File: src/rtl/trap_ctrl_if.sv
// Trap sequencer bus: EX-stage event/CSR inputs and flush/redirect outputs.
`default_nettype none

interface trap_ctrl_if;
  logic        ex_valid;
  logic [31:0] ex_pc;
  logic [1:0]  int_cause;
  logic        mret;
  logic        ext_irq;
  logic        csr_we;
  logic [11:0] csr_addr;
  logic [31:0] csr_wdata;
  logic [31:0] csr_rdata;
  logic        flush;
  logic        stall;
  logic        redirect;
  logic [31:0] redirect_pc;

  modport master (
    output ex_valid, ex_pc, int_cause, mret, ext_irq, csr_we, csr_addr, csr_wdata,
    input  csr_rdata, flush, stall, redirect, redirect_pc
  );

  modport slave (
    input  ex_valid, ex_pc, int_cause, mret, ext_irq, csr_we, csr_addr, csr_wdata,
    output csr_rdata, flush, stall, redirect, redirect_pc
  );
endinterface

`default_nettype wire

File: src/rtl/trap_ctrl.sv
//------------------------------------------------------------------------------
// trap_ctrl : machine-mode trap CSRs and flush/drain/redirect sequencer.
// Optional macro TRAP_VECTORED_EN enables vectored interrupt dispatch via mtvec.
// Revision : 1.0
//------------------------------------------------------------------------------
`default_nettype none

module trap_ctrl #(
  parameter int          DRAIN_CYCLES = 2,
  parameter logic [31:0] RESET_MTVEC  = 32'h0000_0100
) (
  input  wire logic   clk,
  input  wire logic   rst,
  trap_ctrl_if.slave  bus
);

  typedef enum logic [1:0] {
    IDLE     = 2'd0,
    DRAIN    = 2'd1,
    REDIRECT = 2'd2
  } state_t;

  localparam logic [2:0]  c_drain_last = 3'(DRAIN_CYCLES - 1);
  localparam logic [11:0] c_mstatus    = 12'h300;
  localparam logic [11:0] c_mie        = 12'h304;
  localparam logic [11:0] c_mtvec      = 12'h305;
  localparam logic [11:0] c_mepc       = 12'h341;
  localparam logic [11:0] c_mcause     = 12'h342;
  localparam logic [11:0] c_mip        = 12'h344;

  state_t      r_state, w_state_nxt;
  logic [2:0]  r_cnt, w_cnt_nxt;
  logic        r_mie, r_mpie, r_meie;
  logic [29:0] r_mtvec_base;
  logic [31:0] r_mepc, r_mcause, r_target;

  logic        w_idle, w_exc, w_irq, w_mret, w_accept, w_csr_wr, w_mode;
  logic [31:0] w_base, w_mtvec, w_target, w_cause;
  logic        w_flush, w_stall, w_redirect;
  logic [31:0] w_redirect_pc, w_rdata;

`ifdef TRAP_VECTORED_EN
  logic r_mtvec_mode;
  assign w_mode  = r_mtvec_mode;
  assign w_mtvec = {r_mtvec_base, 1'b0, r_mtvec_mode};
`else
  assign w_mode  = 1'b0;
  assign w_mtvec = {r_mtvec_base, 2'b00};
`endif

  assign w_idle   = (r_state == IDLE);
  assign w_exc    = bus.ex_valid & (bus.int_cause != 2'b00);
  assign w_irq    = bus.ex_valid & bus.ext_irq & r_mie & r_meie;
  assign w_mret   = bus.ex_valid & bus.mret;
  assign w_accept = w_idle & (w_exc | w_irq | w_mret);
  // An accepted event takes the cycle; a simultaneous CSR write is lost.
  assign w_csr_wr = bus.csr_we & w_idle & ~w_accept;
  assign w_base   = {r_mtvec_base, 2'b00};
  assign w_cause  = w_exc ? ((bus.int_cause == 2'b01) ? 32'd11 : 32'd2) : 32'h8000_000B;

  always_comb begin
    w_target = r_mepc;
    if (w_exc)
      w_target = w_base;
    else if (w_irq)
      w_target = w_mode ? (w_base + 32'd44) : w_base;
  end

  always_comb begin
    w_state_nxt   = r_state;
    w_cnt_nxt     = r_cnt;
    w_flush       = 1'b0;
    w_stall       = 1'b0;
    w_redirect    = 1'b0;
    w_redirect_pc = 32'd0;
    case (r_state)
      IDLE: begin
        if (w_accept) begin
          w_state_nxt = DRAIN;
          w_cnt_nxt   = 3'd0;
        end
      end
      DRAIN: begin
        w_flush = 1'b1;
        w_stall = 1'b1;
        if (r_cnt == c_drain_last)
          w_state_nxt = REDIRECT;
        else
          w_cnt_nxt = r_cnt + 3'd1;
      end
      REDIRECT: begin
        w_flush       = 1'b1;
        w_redirect    = 1'b1;
        w_redirect_pc = r_target;
        w_state_nxt   = IDLE;
      end
      default: w_state_nxt = IDLE;
    endcase
  end

  always_ff @(posedge clk or posedge rst) begin
    if (rst) begin
      r_state <= IDLE;
      r_cnt   <= 3'd0;
    end else begin
      r_state <= w_state_nxt;
      r_cnt   <= w_cnt_nxt;
    end
  end

  always_ff @(posedge clk or posedge rst) begin
    if (rst) begin
      r_mie        <= 1'b0;
      r_mpie       <= 1'b0;
      r_meie       <= 1'b0;
      r_mtvec_base <= RESET_MTVEC[31:2];
`ifdef TRAP_VECTORED_EN
      r_mtvec_mode <= (RESET_MTVEC[1:0] == 2'b01);
`endif
      r_mepc       <= 32'd0;
      r_mcause     <= 32'd0;
      r_target     <= 32'd0;
    end else if (w_accept) begin
      r_target <= w_target;
      if (w_exc | w_irq) begin
        r_mepc   <= bus.ex_pc;
        r_mcause <= w_cause;
        r_mpie   <= r_mie;
        r_mie    <= 1'b0;
      end else begin
        r_mie  <= r_mpie;
        r_mpie <= 1'b1;
      end
    end else if (w_csr_wr) begin
      case (bus.csr_addr)
        c_mstatus: begin
          r_mie  <= bus.csr_wdata[3];
          r_mpie <= bus.csr_wdata[7];
        end
        c_mie:    r_meie <= bus.csr_wdata[11];
        c_mtvec: begin
          r_mtvec_base <= bus.csr_wdata[31:2];
`ifdef TRAP_VECTORED_EN
          // Modes 1x are illegal and collapse to direct mode.
          r_mtvec_mode <= (bus.csr_wdata[1:0] == 2'b01);
`endif
        end
        c_mepc:   r_mepc   <= {bus.csr_wdata[31:2], 2'b00};
        c_mcause: r_mcause <= bus.csr_wdata;
        default: ;
      endcase
    end
  end

  always_comb begin
    w_rdata = 32'd0;
    case (bus.csr_addr)
      c_mstatus: w_rdata = {24'd0, r_mpie, 3'd0, r_mie, 3'd0};
      c_mie:     w_rdata = {20'd0, r_meie, 11'd0};
      c_mip:     w_rdata = {20'd0, bus.ext_irq, 11'd0};
      c_mtvec:   w_rdata = w_mtvec;
      c_mepc:    w_rdata = r_mepc;
      c_mcause:  w_rdata = r_mcause;
      default:   w_rdata = 32'd0;
    endcase
  end

  assign bus.csr_rdata   = w_rdata;
  assign bus.flush       = w_flush;
  assign bus.stall       = w_stall;
  assign bus.redirect    = w_redirect;
  assign bus.redirect_pc = w_redirect_pc;

endmodule

`default_nettype wire

File: src/flat_wrapper.sv
// flat-port wrapper written by rule: the top's interface ports become plain ports
module trap_ctrl_flat 
#(
  parameter int          DRAIN_CYCLES = 2,
  parameter logic [31:0] RESET_MTVEC  = 32'h0000_0100
)
  (clk, rst, bus_ex_valid, bus_ex_pc, bus_int_cause, bus_mret, bus_ext_irq, bus_csr_we, bus_csr_addr, bus_csr_wdata, bus_csr_rdata, bus_flush, bus_stall, bus_redirect, bus_redirect_pc);
  trap_ctrl_if bus_i ();
  input  wire logic clk;
  input  wire logic rst;
  input wire logic [$bits(bus_i.ex_valid)-1:0] bus_ex_valid;
  input wire logic [$bits(bus_i.ex_pc)-1:0] bus_ex_pc;
  input wire logic [$bits(bus_i.int_cause)-1:0] bus_int_cause;
  input wire logic [$bits(bus_i.mret)-1:0] bus_mret;
  input wire logic [$bits(bus_i.ext_irq)-1:0] bus_ext_irq;
  input wire logic [$bits(bus_i.csr_we)-1:0] bus_csr_we;
  input wire logic [$bits(bus_i.csr_addr)-1:0] bus_csr_addr;
  input wire logic [$bits(bus_i.csr_wdata)-1:0] bus_csr_wdata;
  output wire logic [$bits(bus_i.csr_rdata)-1:0] bus_csr_rdata;
  output wire logic [$bits(bus_i.flush)-1:0] bus_flush;
  output wire logic [$bits(bus_i.stall)-1:0] bus_stall;
  output wire logic [$bits(bus_i.redirect)-1:0] bus_redirect;
  output wire logic [$bits(bus_i.redirect_pc)-1:0] bus_redirect_pc;
  assign bus_i.ex_valid = bus_ex_valid;
  assign bus_i.ex_pc = bus_ex_pc;
  assign bus_i.int_cause = bus_int_cause;
  assign bus_i.mret = bus_mret;
  assign bus_i.ext_irq = bus_ext_irq;
  assign bus_i.csr_we = bus_csr_we;
  assign bus_i.csr_addr = bus_csr_addr;
  assign bus_i.csr_wdata = bus_csr_wdata;
  assign bus_csr_rdata = bus_i.csr_rdata;
  assign bus_flush = bus_i.flush;
  assign bus_stall = bus_i.stall;
  assign bus_redirect = bus_i.redirect;
  assign bus_redirect_pc = bus_i.redirect_pc;
  trap_ctrl #(.DRAIN_CYCLES(DRAIN_CYCLES), .RESET_MTVEC(RESET_MTVEC)) u_core (.clk(clk), .rst(rst), .bus(bus_i));
endmodule
File: config.mk
export PLATFORM = sky130hd
export DESIGN_NAME = trap_ctrl_flat
export DESIGN_NICKNAME = d
export VERILOG_FILES = /design/src/rtl/trap_ctrl_if.sv /design/src/rtl/trap_ctrl.sv /design/src/flat_wrapper.sv
export SDC_FILE = /design/constraint.sdc
export NUM_CORES = 1
export LEC_CHECK = 0
export ABC_AREA = 1
export CORE_MARGIN = 5
export CORE_UTILIZATION = 45
export CTS_CLUSTER_DIAMETER = 30
export DETAILED_ROUTE_END_ITERATION = 8
export GPL_ROUTABILITY_DRIVEN = 0
export PLACE_DENSITY = 0.83
export RECOVER_POWER = 50
export SLEW_MARGIN = 20
export SYNTH_ARGS = -nofsm -noshare
export SYNTH_HDL_FRONTEND = slang
export SYNTH_SLANG_ARGS = --single-unit
File: constraint.sdc
create_clock -name clk -period 4.13 [get_ports clk]
set_clock_uncertainty 0.2 [all_clocks]
set_input_delay 0.413 -clock clk [delete_from_list [all_inputs] [get_ports clk]]
set_output_delay 0.413 -clock clk [all_outputs]
set_load 0.01 [all_outputs]
==> results.md, run 1 <==
- Cell-internal power: 3.40 mW
- Net Switching: 1.76 mW
- Max-Cap Viols: 1
- Final setup fails: 0
- FFs w/ async S/R, synth: 100%
- Clock share of power: between 30% and 40%
- Avg Inst Size Synth: roughly 7.1 µm²
- Maximum clock rate: ~280 MHz
- Drt pass-1 iters: 5
- Area contributors post-synth: dfrtp_1 (48%), nand2_1 (26%), nand3_1 (12%)
- NumNets Final: 1198
- Share of layout cells above drive strength 1: 5.36%
- Core Util, Final: approximately 60%
- Arrival @ worst endpoint: 3690 ps
- Worst EP required: 4270 ps
- Routed WL: 21.7 mm
- Synth Register Bits: 134
- ANT cells: 0
- Final Hold Fails: 0
- Synth-to-Final Area Change: 32.7%
- Top cell type's share of synthesized area: 47.8%
- Postcts setup bufs: 0
- P_leak: 4.88 nW
- # clock sinks: 134
- Post-synthesis cell type with the largest combined area: dfrtp_1
- Average via count per standard cell: 5.38
- CP Capture Type: flop
- Post-synth EDFFs: 0
- Core area: 0.0152 mm²
- I/O Pins: 151
- Die Ht: 134 µm
- # DRC: 0
- Fin. max-slew vios: 39
- Port Buffers: 150
- Max_slew headroom: -20.9%
- Hold WC Path Type: flop to flop
- Top_reg_cell synth: dfrtp_1
- Vias: about 7000
- Initial antenna violation count: 1
- Clock tree root buffer cell: clkbuf_16
- Sequential-to-total area share from yosys stat: 48.2%
- Post-route ant nets: 0
- GRT Overall Usage: 24.6%
- Die width: 134 µm
- Post-CTS sizing: 0
- Num CTS Buffers: 17
- Clk_lat worst skew: between 400 and 500 ps
- Clock-pin slew on the worst setup and hold paths: approximately 60 ps
- Rows: 45
- Hold-fix buffers, CTS: 0
- Power share of the sequential group: 39.9%
- Pin count of the biggest net entering global routing: 67
- Worst VDD drop: between 300 and 400 µV
- First-pass GRT wire length: 35.0 mm
- Initial core utilization: 45.8%
- Max clock buf depth: 2
- CTS tree: done
- Sw frac: around 34%
- Startpoint Class: flop
- Worst-path fanout max: 34
- Mapped Nets: 1067
- Grt ovf: 0
- RSZ-0062 raised after global routing: false
- Depth of the CTS H-tree: 4
- Gate power share: about 28%
- Mapped Area: 0.00696 mm²
- Synth cell count leaders: nand2_1 (478), nand3_1 (163), dfrtp_1 (133), inv_1 (61), o21ai_1 (33)
- Synth warnings: 0
- Gate Count Post-Synth: 977
- Drt wl/cell: 16.6 µm
- Pwr Density: 559 mW/mm²
- WS Path Type: flop to flop
- Die area: 0.0181 mm²
- Drt initial violations: 669
- Final Cycle Share: 86.0%
- Post-layout min period: 3550 ps
- TNS Setup: 0 ps
- Violated checks: capacitance limit, slew limit
- Vias in the first global route: 6739
- Netlist cell types: 23
- HPWL Detailed: 14.2 mm
- Status: complete, but fails checks
- Top-count cell post-synth: nand2_1
- Tightest Pin Transition: 1800 ps
==> path summary, 6_finish.rpt <==
check	from	cells past startpoint	to	slack, ps
max	u_core.r_state[0]	7	u_core.r_target[1]	580
min	u_core.r_mtvec_base[6]	2	u_core.r_mtvec_base[6]	270
max reg2reg	u_core.r_state[0]	7	u_core.r_target[1]	580
min reg2reg	u_core.r_mtvec_base[6]	2	u_core.r_mtvec_base[6]	270
max in group asynchronous	rst	3	u_core.r_mtvec_base[8]	1920
min in group asynchronous	rst	2	u_core.r_target[4]	700
==> area by class of cell <==
cell class / instances / area (µm²)
Fill cell: 1333 / 5960
Sequential cell: 134 / 3350
Multi-Input combinational cell: 722 / 3080
Timing Repair Buffer: 168 / 1670
Clock buffer: 24 / 512
Inverter: 65 / 245
Tap cell: 188 / 235
Clock inverter: 7 / 140
==> cell families (layout without fill, tap and decap cells) <==
logic type / Yosys count / count (layout) / synth area share [%]
and+or+nand+nor: 673 / 673 / 40.0
DFF: 134 / 134 / 48.2
buffers and inverters: 121 / 264 / 7.55
AOI/OAI and AO/OA: 42 / 42 / 3.04
adders and majority gates: 6 / 6 / 1.08
xor gates and xnor gates: 1 / 1 / 0.126
==> cell usage in the layout (no fill, tap or decap), types with 4 or more instances in the layout <==
master / n
nand2_1: 479
nand3_1: 164
clkdlybuf4s50_1: 147
dfrtp_1: 133
inv_1: 60
o21ai_1: 33
nor2_1: 17
clkbuf_16: 17
buf_4: 13
o21ai_0: 7
nand4_1: 6
clkbuf_8: 6
ha_1: 5
bufinv_16: 4
==> registers in the layout, summed over array words and instances, names as in the netlist <==
register             count
u_core.r_state           2
u_core.r_mcause         32
u_core.r_mpie            1
u_core.r_mtvec_base     30
u_core.r_mepc           32
u_core.r_mie             1
u_core.r_target         32
u_core.r_meie            1
u_core.r_cnt             3
==> power groups by stage <==
stage,combinational [mW],sequential [mW],clock (mW)
floorplan,0.990,1.98,0
global placement,1.42,2.05,0
detailed placement,1.46,2.06,0
CTS,1.47,2.05,1.67
global route,1.63,2.11,1.73
finish,1.45,2.06,1.66
==> worst max-delay path: stages, from the launching register on <==
cell,delay [ps]
dfrtp_1,370
inv_1,130
ha_1,700
nand2_1,520
clkbuf_2,500
inv_2,660
nand2_1,160
o21ai_0,190
==> layer usage <==
metal / track usage, % / routed length (µm)
met5: 0 / 13
met2: 41.3 / 10700
met4: 8.94 / 453
met3: 4.84 / 1700
met1: 31.9 / 8840
==> metrics by stage <==
stage	std cells	instance area [µm²]	hold WS (ps)	worst slack [ps]	total power, mW
2_1_floorplan	977	6960	242	1850	2.97
3_3_place_gp	1277	8600	256	791	3.47
3_5_place_dp	1277	8600	261	749	3.53
4_1_cts	1308	9260	270	737	5.19
5_1_grt	1308	9240	296	328	5.47
6_report	1308	9240	272	580	5.17
Power figures use the tool's default switching activity.
==> run 2, diff against run 1 <==
- MAX_ROUTING_LAYER: not set -> met4
==> results.md, run 2 (synthesis results as in run 1) <==
- Final setup fails: 0
- Tot Pwr: a little over 5 mW
- R2r endpoint: u_core.r_target[1]
- Arrival @ worst endpoint: 3720 ps
- FF-to-FF Start: u_core.r_state[0]
- Initial core utilization: 45.8%
- CP Capture Type: flop
- Max-Cap Viols: 1
- Endpoint, Worst Hold: u_core.r_mtvec_base[6]
- Clock-pin slew on the worst setup and hold paths: 60 ps
- Hold Crit Start: u_core.r_mtvec_base[6]
- Sequential cell area: 0.00335 mm²
- Hold Crit Depth: 2
- Worst-path fanout max: 34
- CP max-delay cell: ha_1
- Worst EP required: about 4300 ps
- Hold WC Path Type: flop to flop
- Final Hold Fails: 0
- # clock sinks: ~130
- Area of the multi-input gates: 0.00308 mm²
- Status: complete, but fails checks
- Fin. max-slew vios: 39
- Non-filler instance count after layout: 1309
- Worst R2R Path Depth: 7
- Port Buffers: 150
- Average via count per standard cell: 5.39
- Drt wl/cell: ~17 µm
- Fin Hold WS: 272 ps
- Routed WL: ~22 mm
- Vias: between 7000 and 8000
- Postcts setup bufs: 0
- Post-route ant nets: 0
- Depth of the CTS H-tree: 4
- Commonest non-fill, non-tap cell in the layout: nand2_1
- Startpoint Class: flop
- Cells after DPL: 1277
- Max clock buf depth: 2
- Synth-to-Final Area Change: 32.8%
- Die width: 134 µm
- Die area: 0.0181 mm²
- Post-Place Worst Slack: between 700 and 800 ps
- Num CTS Buffers: 17
- Pwr Density: around 560 mW/mm²
- First-pass GRT wire length: 35.0 mm
- Critical path's most frequent cell: nand2_1
- Grt ovf: 0
- Initial antenna violation count: 1
- Hold-fix buffers, CTS: 0
- CTS tree: done
- R2r setup slk: 550 ps
- Critical path cell sequence: inv_1 -> ha_1 -> nand2_1 -> clkbuf_2 -> inv_2 -> nand2_1 -> o21ai_0
- HPWL Detailed: 14.2 mm
- NumNets Final: 1198
- Largest regs: u_core.r_mcause (32), u_core.r_mepc (32), u_core.r_target (32)
- Commonest cells after routing, fill and taps aside: nand2_1 (479), nand3_1 (164), clkdlybuf4s50_1 (147)
- Share of layout cells above drive strength 1: 5.36%
- Rows: between 40 and 50
- Fill count: 1333
- Violated checks: capacitance limit, slew limit
- Maximum clock rate: 279 MHz
- Drt initial violations: 689
- WS Path Type: flop to flop
- Worst setup margin: approximately 550 ps
- Vias in the first global route: 6741
- I/O Pins: 151
- Core area: approximately 0.015 mm²
- Clk_lat worst skew: 430 ps
- RSZ-0062 raised after global routing: false
- Final Cycle Share: 86.6%
- Drt pass-1 iters: 6
- Tightest Pin Transition: 1800 ps
- Pin count of the biggest net entering global routing: 67
- # DRC: 0
- Max_slew headroom: -20.9%
- P_leak: 4.88 nW
- Post-CTS sizing: 0
- Clock tree root buffer cell: clkbuf_16
- Post-layout min period: 3580 ps
- Die Ht: 134 µm
- Worst VDD drop: 306 µV
- TNS Setup: 0 ps
- GRT Overall Usage: 25.3%
- Crit-path max cell delay: 690 ps
run 2: cell count changes in the layout (fill, tap and decap cells not counted):
| cell | delta |
|---|---|
| diode_2 | +1 |
run 2: worst max-delay path, delay by kind of cell (launching register included):
family / cells / cell delay [ps]
buf+inv: 3 / 1300
simple gates: 2 / 700
fa+ha+maj: 1 / 690
flops: 1 / 370
compound gates: 1 / 190
run 2: layer usage:
layer / share of wire (%) / GRT usage (%) / vias up
met5: 0 / - / -
met4: 2.1 / 8.94 / 0
met3: 7.6 / 4.69 / 41
met2: 49 / 41.4 / 313
met1: 41 / 31.7 / 3359
li1: - / - / 3339
run 2: cell type report:
type	count	area share (%)
tap	188	2.55
antenna	1	0.0271
clock inverter	7	1.52
inverter	65	2.65
multi-input combinational	722	33.4
clock buffer	24	5.54
timing repair buffer	168	18.1
sequential	134	36.3
run 2: worst max path at each step:
stage                                 start            endpoint  slack [ps]  depth (start not counted)
after floorplan                         rst     u_core.r_cnt[0]        1850                          1
after detailed placement    bus_csr_addr[2]   bus_csr_rdata[23]         750                          8
after global routing      u_core.r_state[1]  u_core.r_target[0]         350                          7
after global placement      bus_csr_addr[2]   bus_csr_rdata[23]         790                          8
final                     u_core.r_state[0]  u_core.r_target[1]         550                          7
after CTS                  bus_csr_addr[11]   bus_csr_rdata[24]         740                         10
run 2: per-stage QoR:
step,instance area [µm²],utilization [%]
after floorplan,6960,-
after global placement,8600,56.6
after detailed placement,8600,56.6
after CTS,9260,60.9
after global routing,9240,60.8
final,9240,60.8
run 2: report_power, final:
group	switching [mW]	total (mW)	internal (mW)
sequential	0.301	2.06	1.76
combinational	0.908	1.45	0.540
clock	0.557	1.66	1.10
